==> src/rtl/usb_rx_ctrl.sv <==
// usb_rx_ctrl: USB receive sequencer (SYNC detect, NRZI decode, destuff, byte assembly, EOP and error reporting) on i_clk_4x/i_rst_n, line i_dp/i_dn qualified by i_sample_en, outputs o_rx_active/o_data/o_valid/o_eop/o_err
module usb_rx_ctrl #(
  parameter int MIN_SYNC_ZEROS = 5,
  parameter int IDLE_J_BITS = 7
) (
  input  logic       i_clk_4x,
  input  logic       i_rst_n,
  input  logic       i_sample_en,
  input  logic       i_dp,
  input  logic       i_dn,
  output logic       o_rx_active,
  output logic [7:0] o_data,
  output logic       o_valid,
  output logic       o_eop,
  output logic       o_err
);
  localparam logic [2:0] s_idle = 3'd0;
  localparam logic [2:0] s_sync = 3'd1;
  localparam logic [2:0] s_data = 3'd2;
  localparam logic [2:0] s_eop1 = 3'd3;
  localparam logic [2:0] s_eop2 = 3'd4;
  localparam logic [2:0] s_abort = 3'd5;
  localparam logic [3:0] min_z = 4'(MIN_SYNC_ZEROS);
  localparam logic [3:0] j_last = 4'(IDLE_J_BITS - 1);
  logic [2:0] state;
  logic       prev_j;
  logic [3:0] zcnt;
  logic [2:0] bcnt;
  logic [2:0] ones;
  logic [7:0] shift;
  logic [3:0] jcnt;
  logic       j, k, se0, se1, jk, dbit, err;
  assign j = i_dp & ~i_dn;
  assign k = ~i_dp & i_dn;
  assign se0 = ~i_dp & ~i_dn;
  assign se1 = i_dp & i_dn;
  assign jk = j | k;
  assign dbit = j == prev_j;
  assign err = i_sample_en & (state == s_sync & se1
             | state == s_data & (se1 | se0 & bcnt != 3'd0 | jk & ones == 3'd6 & dbit)
             | state == s_eop1 & ~se0
             | state == s_eop2 & ~j);
  always_ff @(posedge i_clk_4x or negedge i_rst_n) begin
    if (!i_rst_n) begin
      state <= s_idle;
      prev_j <= 1'b1;
      zcnt <= '0;
      bcnt <= '0;
      ones <= '0;
      shift <= '0;
      jcnt <= '0;
      o_rx_active <= 1'b0;
      o_data <= '0;
      o_valid <= 1'b0;
      o_eop <= 1'b0;
      o_err <= 1'b0;
    end else begin
      o_valid <= 1'b0;
      o_eop <= 1'b0;
      o_err <= 1'b0;
      if (i_sample_en) begin
        if (jk) prev_j <= j;
        if (err) begin
          state <= s_abort;
          jcnt <= '0;
          o_err <= 1'b1;
          o_rx_active <= 1'b0;
        end else begin
          case (state)
            s_idle: if (k) begin
              state <= s_sync;
              zcnt <= 4'd1;
            end
            s_sync: if (se0) state <= s_idle;
            else if (!dbit) zcnt <= zcnt == 4'd15 ? zcnt : zcnt + 4'd1;
            else if (zcnt >= min_z) begin
              state <= s_data;
              bcnt <= '0;
              ones <= 3'd1;
              o_rx_active <= 1'b1;
            end else state <= s_idle;
            s_data: if (se0) state <= s_eop1;
            else if (ones == 3'd6) ones <= '0;
            else begin
              shift <= {dbit, shift[7:1]};
              bcnt <= bcnt + 3'd1;
              ones <= dbit ? ones + 3'd1 : 3'd0;
              if (bcnt == 3'd7) begin
                o_data <= {dbit, shift[7:1]};
                o_valid <= 1'b1;
              end
            end
            s_eop1: state <= s_eop2;
            s_eop2: begin
              state <= s_idle;
              o_eop <= 1'b1;
              o_rx_active <= 1'b0;
            end
            s_abort: begin
              jcnt <= j ? jcnt + 4'd1 : 4'd0;
              if (j && jcnt == j_last) state <= s_idle;
            end
            default: state <= s_idle;
          endcase
        end
      end
    end
  end
endmodule

==> config.mk <==
export PLATFORM = sky130hd
export DESIGN_NAME = usb_rx_ctrl
export DESIGN_NICKNAME = d
export VERILOG_FILES = /design/src/rtl/usb_rx_ctrl.sv
export SDC_FILE = /design/constraint.sdc
export NUM_CORES = 1
export LEC_CHECK = 0
export CAP_MARGIN = 40
export CORE_MARGIN = 4
export CORE_UTILIZATION = 40
export CTS_CLUSTER_SIZE = 14
export DETAILED_ROUTE_END_ITERATION = 6
export HOLD_SLACK_MARGIN = 0.1
export SYNTH_ARGS = -nofsm -noshare
export SYNTH_HDL_FRONTEND = slang
export SYNTH_SLANG_ARGS = --single-unit
==> constraint.sdc <==
create_clock -name i_clk_4x -period 2.25 [get_ports i_clk_4x]
set_clock_uncertainty 0.2 [all_clocks]
set_input_delay 0.3375 -clock i_clk_4x [delete_from_list [all_inputs] [get_ports i_clk_4x]]
set_output_delay 0.3375 -clock i_clk_4x [all_outputs]
set_load 0.01 [all_outputs]
[Word level (Yosys, flattened, before mapping)]
Index checks and enable logic that the tools add are counted.
Storage, ports and cells
  bits in registers: 38
  latch bits: 0
  memory bits (writable): 0
  bits in read-only memories: 0
  memories: 0
Operators by class
  add/sub/neg operators: 4
  multiply operators: 0
  divide/modulo/power cells: 0
  magnitude comparators: 1
  equal/unequal tests: 25
  shift-type cells: 0
  multiplexer cells: 45
  bitwise gates (word level): 24
  reductions and logical operators: 16
Operators by type and width (number)
  2-to-1 mux 3 bit: 17
  2-to-1 mux 4 bit: 7
  2-to-1 mux 1 bit: 15
  inequality test 3 bit, second input constant: 5
  case mux 3 bit (5 select lines): 1
  AND reduction 5 bit: 3
  inequality test 2 bit, second input constant: 7
  AND reduction 7 bit: 2
  bitwise AND 1 bit: 12
  == test 3 bit, second input constant: 4
  case mux 3 bit (2 select lines): 2
  adder 4 x 1 -> 4 bit, second input constant: 2
  case mux 4 bit (2 select lines): 1
  AND reduction 8 bit: 1
  adder 3 x 1 -> 3 bit, second input constant: 2
  == test 3 x 2 -> 1 bit, second input constant: 2
  inverter 1 bit: 6
  OR 1 bit: 6
  AND reduction 6 bit: 1
  nonzero test 2 bit: 3
  nonzero test 3 bit: 2
  == test 4 x 3 -> 1 bit, second input constant: 1
  == test 4 bit, second input constant: 1
  greater-or-equal comparator 4 x 3 -> 1 bit, second input constant: 1
  10 further kinds: 11

[Logic depth before layout (Yosys ltp)]
Gate-level depths: netlist (run 1).
  depth in word-level cells: 13
  mapped depth: 10
  mapped depth without buffers: 8

[Worst setup path after synthesis (run 1)]
Ideal clock, no wire load.
  path kind: input to register
  from: input i_dn
  to: register ones[0]
  setup time: 0.125 ns
  arrival time: 1.849 ns
  data required time: 1.925 ns
  path slack: 0.076 ns
  cell stages on the path: 9
  path through: inv_1 -> ha_1 -> buf_2 -> xnor2_2 -> nand4_1 -> a21oi_1 -> nor2_2 -> and4b_4 -> mux2_4
On the way
  word-level cells in the longest chain between the ends: 13
  elaborated cells on any way between the ends: 31
  those cells by class: eq/ne (4); mux (4); bitwise (22); reduce/logical (1)
Ends and longest elaborated chain
  start: declaration: RTL line 10  | input logic i_dn,
  inverter 1 bit *: RTL line 33  | assign j = i_dp & ~i_dn;
  bitwise AND 1 bit *: RTL line 33
  net j: RTL line 32  | logic j, k, se0, se1, jk, dbit, err;
  OR 1 bit: RTL line 37  | assign jk = j | k;
  bitwise AND 1 bit (2 in a row): RTL line 40  | | state == s_data & (se1 | se0 & bcnt != 3'd0 | jk & ones == 3'd6 & dbit)
  OR 1 bit: RTL line 40
  bitwise AND 1 bit: RTL line 40
  OR 1 bit: RTL line 40
  OR 1 bit: RTL line 41  | | state == s_eop1 & ~se0
  OR 1 bit: RTL line 42  | | state == s_eop2 & ~j);
  bitwise AND 1 bit: RTL line 39  | assign err = i_sample_en & (state == s_sync & se1
  inverter 1 bit (no source line)
  AND reduction 7 bit (no source line)
  end signal: assignment: RTL line 87  | ones <= dbit ? ones + 3'd1 : 3'd0;
  end: declaration: RTL line 29  | logic [2:0] ones;
The timed path passes the listed nets; every way through them passes the cells marked *. The select of a mux whose other input is x is not followed.
A chain may end at the register's enable or synchronous reset.

[Final worst setup path (run 1)]
  from: register state[1]
  to: register ones[1]
On the way
  word-level cells in the longest chain between the ends: 8
  elaborated cells on any way between the ends: 20
  those cells by class: eq/ne (8); mux (1); bitwise (9); reduce/logical (2)
Ends and longest elaborated chain
  start: declaration: RTL line 25  | logic [2:0] state;
  start signal: assignment: RTL line 45  | state <= s_idle;
  start signal: assignment: RTL line 64  | state <= s_abort;
  start signal: assignment: RTL line 71  | state <= s_sync;
  == test 3 x 1 -> 1 bit or == test 3 x 2 -> 1 bit (tied branches): RTL line 39, 69, 40
  bitwise AND 1 bit (on tied branches): RTL line 39, 40
  OR 1 bit: RTL line 40
  OR 1 bit: RTL line 41
  OR 1 bit: RTL line 42
  bitwise AND 1 bit: RTL line 39
  inverter 1 bit (no source line)
  AND reduction 7 bit (no source line)
Parallel ways exist; a longest one is shown, timed or not.

==> results of run 1 <==
cells by family after synthesis:
group	after synthesis	share of synthesized area [%]
adder cells (fa/ha/maj)	14	8.54
AND/OR/NAND/NOR	61	16.3
multiplexers	22	12.1
buffers and inverters	20	4.39
AO/OA/AOI/OAI	35	11.8
flip-flops	37	45.2
XOR/XNOR	3	1.65
worst max-delay path, cell delays in order (launching register included):
cell and delay (ns):
dfrtp_1 0.41, buf_4 0.16, nand2b_1 0.21, nand2b_1 0.27, a21oi_4 0.06, nor2_4 0.13, and4b_4 0.28, mux2_4 0.30
layer usage:
layer / track usage, % / routed length [um] / up-vias
met2: 25.6 / 2190 / 41
li1: - / - / 784
met5: 0 / 0 / -
met1: 19.2 / 1970 / 802
met4: 5.33 / 57 / 0
met3: 3.50 / 201 / 9
power by group through the flow:
stage               logic (uW)  registers, uW  clock network, uW
finish                    1250            950                695
global route              1380            979                751
CTS                       1170            951                718
detailed placement        1120            962                  0
global placement          1080            949                  0
floorplan                  735            920                  0
registers in the layout, indices dropped and copies added, names as in the netlist, 3 cells and up:
name and flops:
o_data 8, bcnt 3, ones 3, jcnt 4, shift 7, zcnt 4, state 3
layout make-up:
class	count	area, um2	share of cell area [%]
clock buffers	5	68.8	2.53
clock inverters	3	68.8	2.53
inverters	14	52.6	1.93
multi-input cells	135	1100	40.4
flip-flops and latches	37	927	34.0
well taps	67	83.8	3.08
repair buffers	51	422	15.5
path summary, 6_finish.rpt:
kind                                               to  depth (start not counted)
min in group asynchronous       o_data[5]$_DFFE_PN0P_                          2
worst max register to register    ones[1]$_DFFE_PN0P_                          7
worst min register to register  o_data[0]$_DFFE_PN0P_                          1
worst min-delay path            o_data[0]$_DFFE_PN0P_                          1
worst max-delay path              ones[1]$_DFFE_PN0P_                          7
max in group asynchronous             o_eop$_DFF_PN0_                          2
per-stage QoR:
stage | instance area, um2 | setup slack [ns] | power, uW
4_1_cts | 2650 | 0.0132 | 2840
3_3_place_gp | 2470 | -0.357 | 2030
2_1_floorplan | 2050 | 0.0759 | 1650
6_report | 2720 | 0.102 | 2900
5_1_grt | 2720 | 0.00885 | 3100
3_5_place_dp | 2470 | -0.407 | 2080
cell usage in the layout, fill, tap and decap left out, drive strengths merged, types with 2 or more instances in the layout:
cell type / n
dfrtp: 36
buf: 35
nor2: 17
mux2: 17
inv: 15
ha: 14
clkdlybuf4s50: 13
nand2: 13
o21ai: 9
a21oi: 7
nor3: 5
clkbuf: 5
mux2i: 5
nand2b: 4
nand4: 4
nand3: 4
nor2b: 4
a21o: 3
and4: 3
o22ai: 2
a211o: 2
bufinv: 2
xnor2: 2
nor4: 2
repair_timing:
action	CTS	global route
buffers inserted	3	2
endpoints found under the hold margin	36	0
resized for setup	4	12
pin swaps	4	6
hold buffers	1	0
endpoints found under the setup margin	17	22
==> results.cfg, run 1 <==
[run_status]
outcome = finished, final reports clean

[logic_synthesis]
synth_edf_count = 0
synth_cells = 192
synthFlopType = dfrtp_1
async_reset_ff_share_pct = 100
ys_types = 51
synth.largest_area_cell = dfrtp_1
synth.avg_cell_area_um2 = 10.7
synthesis.area_um2 = 2050
synth_nets = 211
synth-seq-cells = 37
ys_top_cells_by_count = dfrtp_1, ha_1, nor2_1
synth_seq_area_share_pct = 45.2
synth_area_leaders = dfrtp_1, ha_1, mux2_1, mux2_2, nor2_1
yosys_warnings = 0
synth_top_area_share_pct = 43.9
yosysMostFrequentCell = dfrtp_1

[placed_design]
post-dp-hpwl_um = 3310
place.port_buffers = 16
dp.cells = 298
place_congestion = 0.875

[hold_path]
hold_class = reg2reg
holdCritStartpoint = shift[1]$_DFFE_PN0P_

[route]
wl_per_cell_um = 14.2
postRouteAntennaNets = 0
firstDrtPassIters = 4
vias_per_cell = 5.24
drc = 0
first_iter_violations = 71
routed_wl_um = 4420
via_count = 1636

[timing]
tightest_slew_ns = 0.825
post-route-period-util_pct = 95.5
rsz0062_at_grt = false
fmax_mhz = 466
finalMaxSlewViolations = 0
setup_viol = 0
slew_headroom_pct = 45.0
timing.hold.ws_ns = 0.294
hold_violations = 0
final.min_clock_period_ns = 2.15
tns_ns = 0

[layout]
syn2layout_area_growth_pct = 32.7
fin_util_pct = 56.2
fin_cells = 312
n_fill_cell = 424
drive_above_1_share_pct = 29.4
antenna_cells = 0
fin_nets = 263

[floorplan]
die_height_um = 79.6
die-area_um2 = 6340
coreArea_um2 = 4850
ios = 17
die_x_um = 79.6
start_util_pct = 42.3
rows = 25

[power_and_ir_drop]
ir_drop_mv = 0.589
p_sw_share_pct = 34.5
p_comb_share_pct = 43.3
leakagePower_uw = 0.00131
internal_power_uw = 1900
power_switching_uw = 1000
pwr-share-clk_pct = 24.0
pwr-share-seq_pct = 32.8
power.density_nw_per_um2 = 1060

[cts]
cts_htree_levels = 2
insertion_delay_ns = 0.29
cts_tree = yes
root_buffer = clkbuf_8
cts_buffers = 5
clkSinkCount = 37
clkSlewWorstSetupHoldPaths_ns = 0.08
cts_buffer_depth = 2

[grt]
grt_overflow = 0
antenna_found_initial = 0
grtUsageTotal_pct = 15.3
grt_max_degree = 38
grt_first_pass_wirelength_um = 7570
grt_pass1_vias = 1637

[critical_path]
cp-end-kind = register
path_max_fanout = 6
r2r_slack_ns = 0.10
worstReg2RegStart = state[1]$_DFFE_PN0P_
cp-startpoint = state[1]$_DFFE_PN0P_
critPathArrivalTime_ns = 2.12
crit_required_ns = 2.22
cp-start-kind = register
path_class = reg2reg

[flow_run]
drv_cap = 0
Note: power is estimated with default switching activity, not from simulation.
==> run 2: changes to the inputs <==
--- a/config.mk
+++ b/config.mk
@@ -6,11 +6,12 @@
 export NUM_CORES = 1
 export LEC_CHECK = 0
 export CAP_MARGIN = 40
-export CORE_MARGIN = 4
+export CORE_MARGIN = 8
 export CORE_UTILIZATION = 40
 export CTS_CLUSTER_SIZE = 14
 export DETAILED_ROUTE_END_ITERATION = 6
 export HOLD_SLACK_MARGIN = 0.1
+export MAX_ROUTING_LAYER = met4
 export SYNTH_ARGS = -nofsm -noshare
 export SYNTH_HDL_FRONTEND = slang
 export SYNTH_SLANG_ARGS = --single-unit
==> run 2 against run 1 <==
First-iteration DRC count fell by 14%; combinational power barely moved; clock power fell by 27%; design area fell by 1.1%; sequential power barely moved; sequential cell count did not move; maximum frequency fell by 0.22%; core utilization fell by 2.7 points; via count fell by 1.8%; count of clock-buffer cells in the layout rose by 1; power fell by 6.5%; sequential share of layout area rose by 0.36 points; critical path type unchanged.
==> results.cfg, run 2 (synthesis gave the netlist of run 1 again) <==
[placed_design]
post-dp-hpwl_um = 3290
place.port_buffers = 16
place_area_um2 = 2490
place_congestion = 0.876
dp.cells = 303

[critical_path]
cp-end-kind = register
cp-start-kind = register
crit_required_ns = 2.23
path_class = reg2reg
worstReg2RegStart = state[2]$_DFFE_PN0P_
path_max_fanout = 7
critPathArrivalTime_ns = 2.13
r2r_slack_ns = 0.1
worstReg2RegEnd = jcnt[2]$_DFFE_PN0P_
r2r_cells = 8

[power_and_ir_drop]
power.density_nw_per_um2 = 1010
leakagePower_uw = 0.00131
p_total_uw = 2710
ir_drop_mv = 0.591

[grt]
grtUsageTotal_pct = 13.2
grt_overflow = 0
antenna_found_initial = 0
grt_pass1_vias = 1634
grt_max_degree = 38
grt_first_pass_wirelength_um = 7660

[run_status]
outcome = finished, final reports clean

[floorplan]
start_util_pct = 40.7
die-area_um2 = 7680
rows = 26
die_height_um = 87.6
die_x_um = 87.6
ios = 17
coreArea_um2 = 5040

[timing]
finalMaxSlewViolations = 0
post-route-period-util_pct = 95.7
tns_ns = 0
tightest_slew_ns = 0.463
timing.hold.ws_ns = 0.283
final.min_clock_period_ns = 2.15
setup_viol = 0
slew_headroom_pct = 69.2
rsz0062_at_grt = false
fmax_mhz = 465
hold_violations = 0

[route]
firstDrtPassIters = 4
postRouteAntennaNets = 0
drc = 0
wl_per_cell_um = 14.1
top_layer_used = met4
via_count = 1607
first_iter_violations = 61
routed_wl_um = 4440
vias_per_cell = 5.10
wl_met3_um = 156
met2WireLength_um = 2100
met1_length_um = 2120

[cts]
cts_buffers = 5
clkSinkCount = 37
cts_htree_levels = 2
insertion_delay_ns = 0.30
root_buffer = clkbuf_8
cts_buffer_depth = 2
clkSlewWorstSetupHoldPaths_ns = 0.08
cts_tree = yes

[layout]
fin_nets = 263
top_regs = o_data: 8 flops, shift: 7 flops
fin_area_um2 = 2700
antenna_cells = 0
final_common_cell = dfrtp_1
drive_above_1_share_pct = 29.8
mostFrequentLayoutCells = dfrtp_1, buf_4, nor2_1, clkdlybuf4s50_1, nand2_1
syn2layout_area_growth_pct = 31.3
multi_input_area_um2 = 1110
regArea_um2 = 927
n_fill_cell = 444
fin_cells = 315
top_register = o_data
largest_register_ffs = 8

[hold_path]
min_to = o_data[0]$_DFFE_PN0P_
hold_depth = 1
holdCritStartpoint = shift[1]$_DFFE_PN0P_
hold_class = reg2reg

[flow_run]
drv_cap = 0
[run 2: timing repair]
action	CTS	global route
endpoints found under the setup margin	22	28
pin swaps	4	1
gates cloned	0	0
hold buffers	1	0
gates resized for setup	9	8
buffers inserted	2	1
endpoints found under the hold margin	36	0
[run 2: stage by stage]
stage               setup slack [ns]  utilization, %
finish                        0.0972            53.4
floorplan                     0.0759               -
CTS                          -0.0259            52.6
global route                  0.0227            53.4
global placement              -0.419            49.4
detailed placement            -0.446            49.4
[run 2: report_power, final]
| part | internal [uW] | leakage, uW | total, uW | switching (uW) |
|---|---|---|---|---|
| sequential | 818 | 0.000489 | 952 | 135 |
| combinational | 644 | 0.000766 | 1250 | 607 |
| clock | 249 | 0.0000512 | 508 | 259 |
| total | 1710 | 0.00131 | 2710 | 1000 |
[run 2: cell type report]
type	count	share of cell area, %
Timing Repair Buffer	51	15.8
Multi-Input combinational cell	135	41.0
Sequential cell	37	34.4
Inverter	14	1.95
Tap cell	70	3.25
Clock inverter	2	0.511
Clock buffer	6	3.06
[run 2: worst max-delay path by stage]
| stage | from | end | slack (ns) | cells after the start |
|---|---|---|---|---|
| 4_1_cts | i_dp | jcnt[2]$_DFFE_PN0P_ | -0.03 | 12 |
| 5_1_grt | state[0]$_DFFE_PN0P_ | jcnt[2]$_DFFE_PN0P_ | 0.02 | 8 |
| 2_1_floorplan | i_dn | ones[0]$_DFFE_PN0P_ | 0.08 | 9 |
| 3_5_place_dp | i_dp | ones[1]$_DFFE_PN0P_ | -0.45 | 9 |
| 6_report | state[2]$_DFFE_PN0P_ | jcnt[2]$_DFFE_PN0P_ | 0.1 | 8 |
| 3_3_place_gp | i_dp | ones[0]$_DFFE_PN0P_ | -0.42 | 9 |
[run 2: metal layers]
layer | up-vias | track usage (%)
met5 | - | -
met4 | 0 | 6.25
met3 | 9 | 3.10
met2 | 35 | 20.7
met1 | 773 | 15.6
li1 | 790 | -
[run 2: worst max-delay path, stage by stage (launching register included)]
cell and delay, ns:
dfrtp_1 0.46, or3b_4 0.43, o32a_1 0.24, o21ai_4 0.12, nor2_2 0.07, buf_4 0.14
nor2b_1 0.12, buf_4 0.17, o22ai_1 0.09
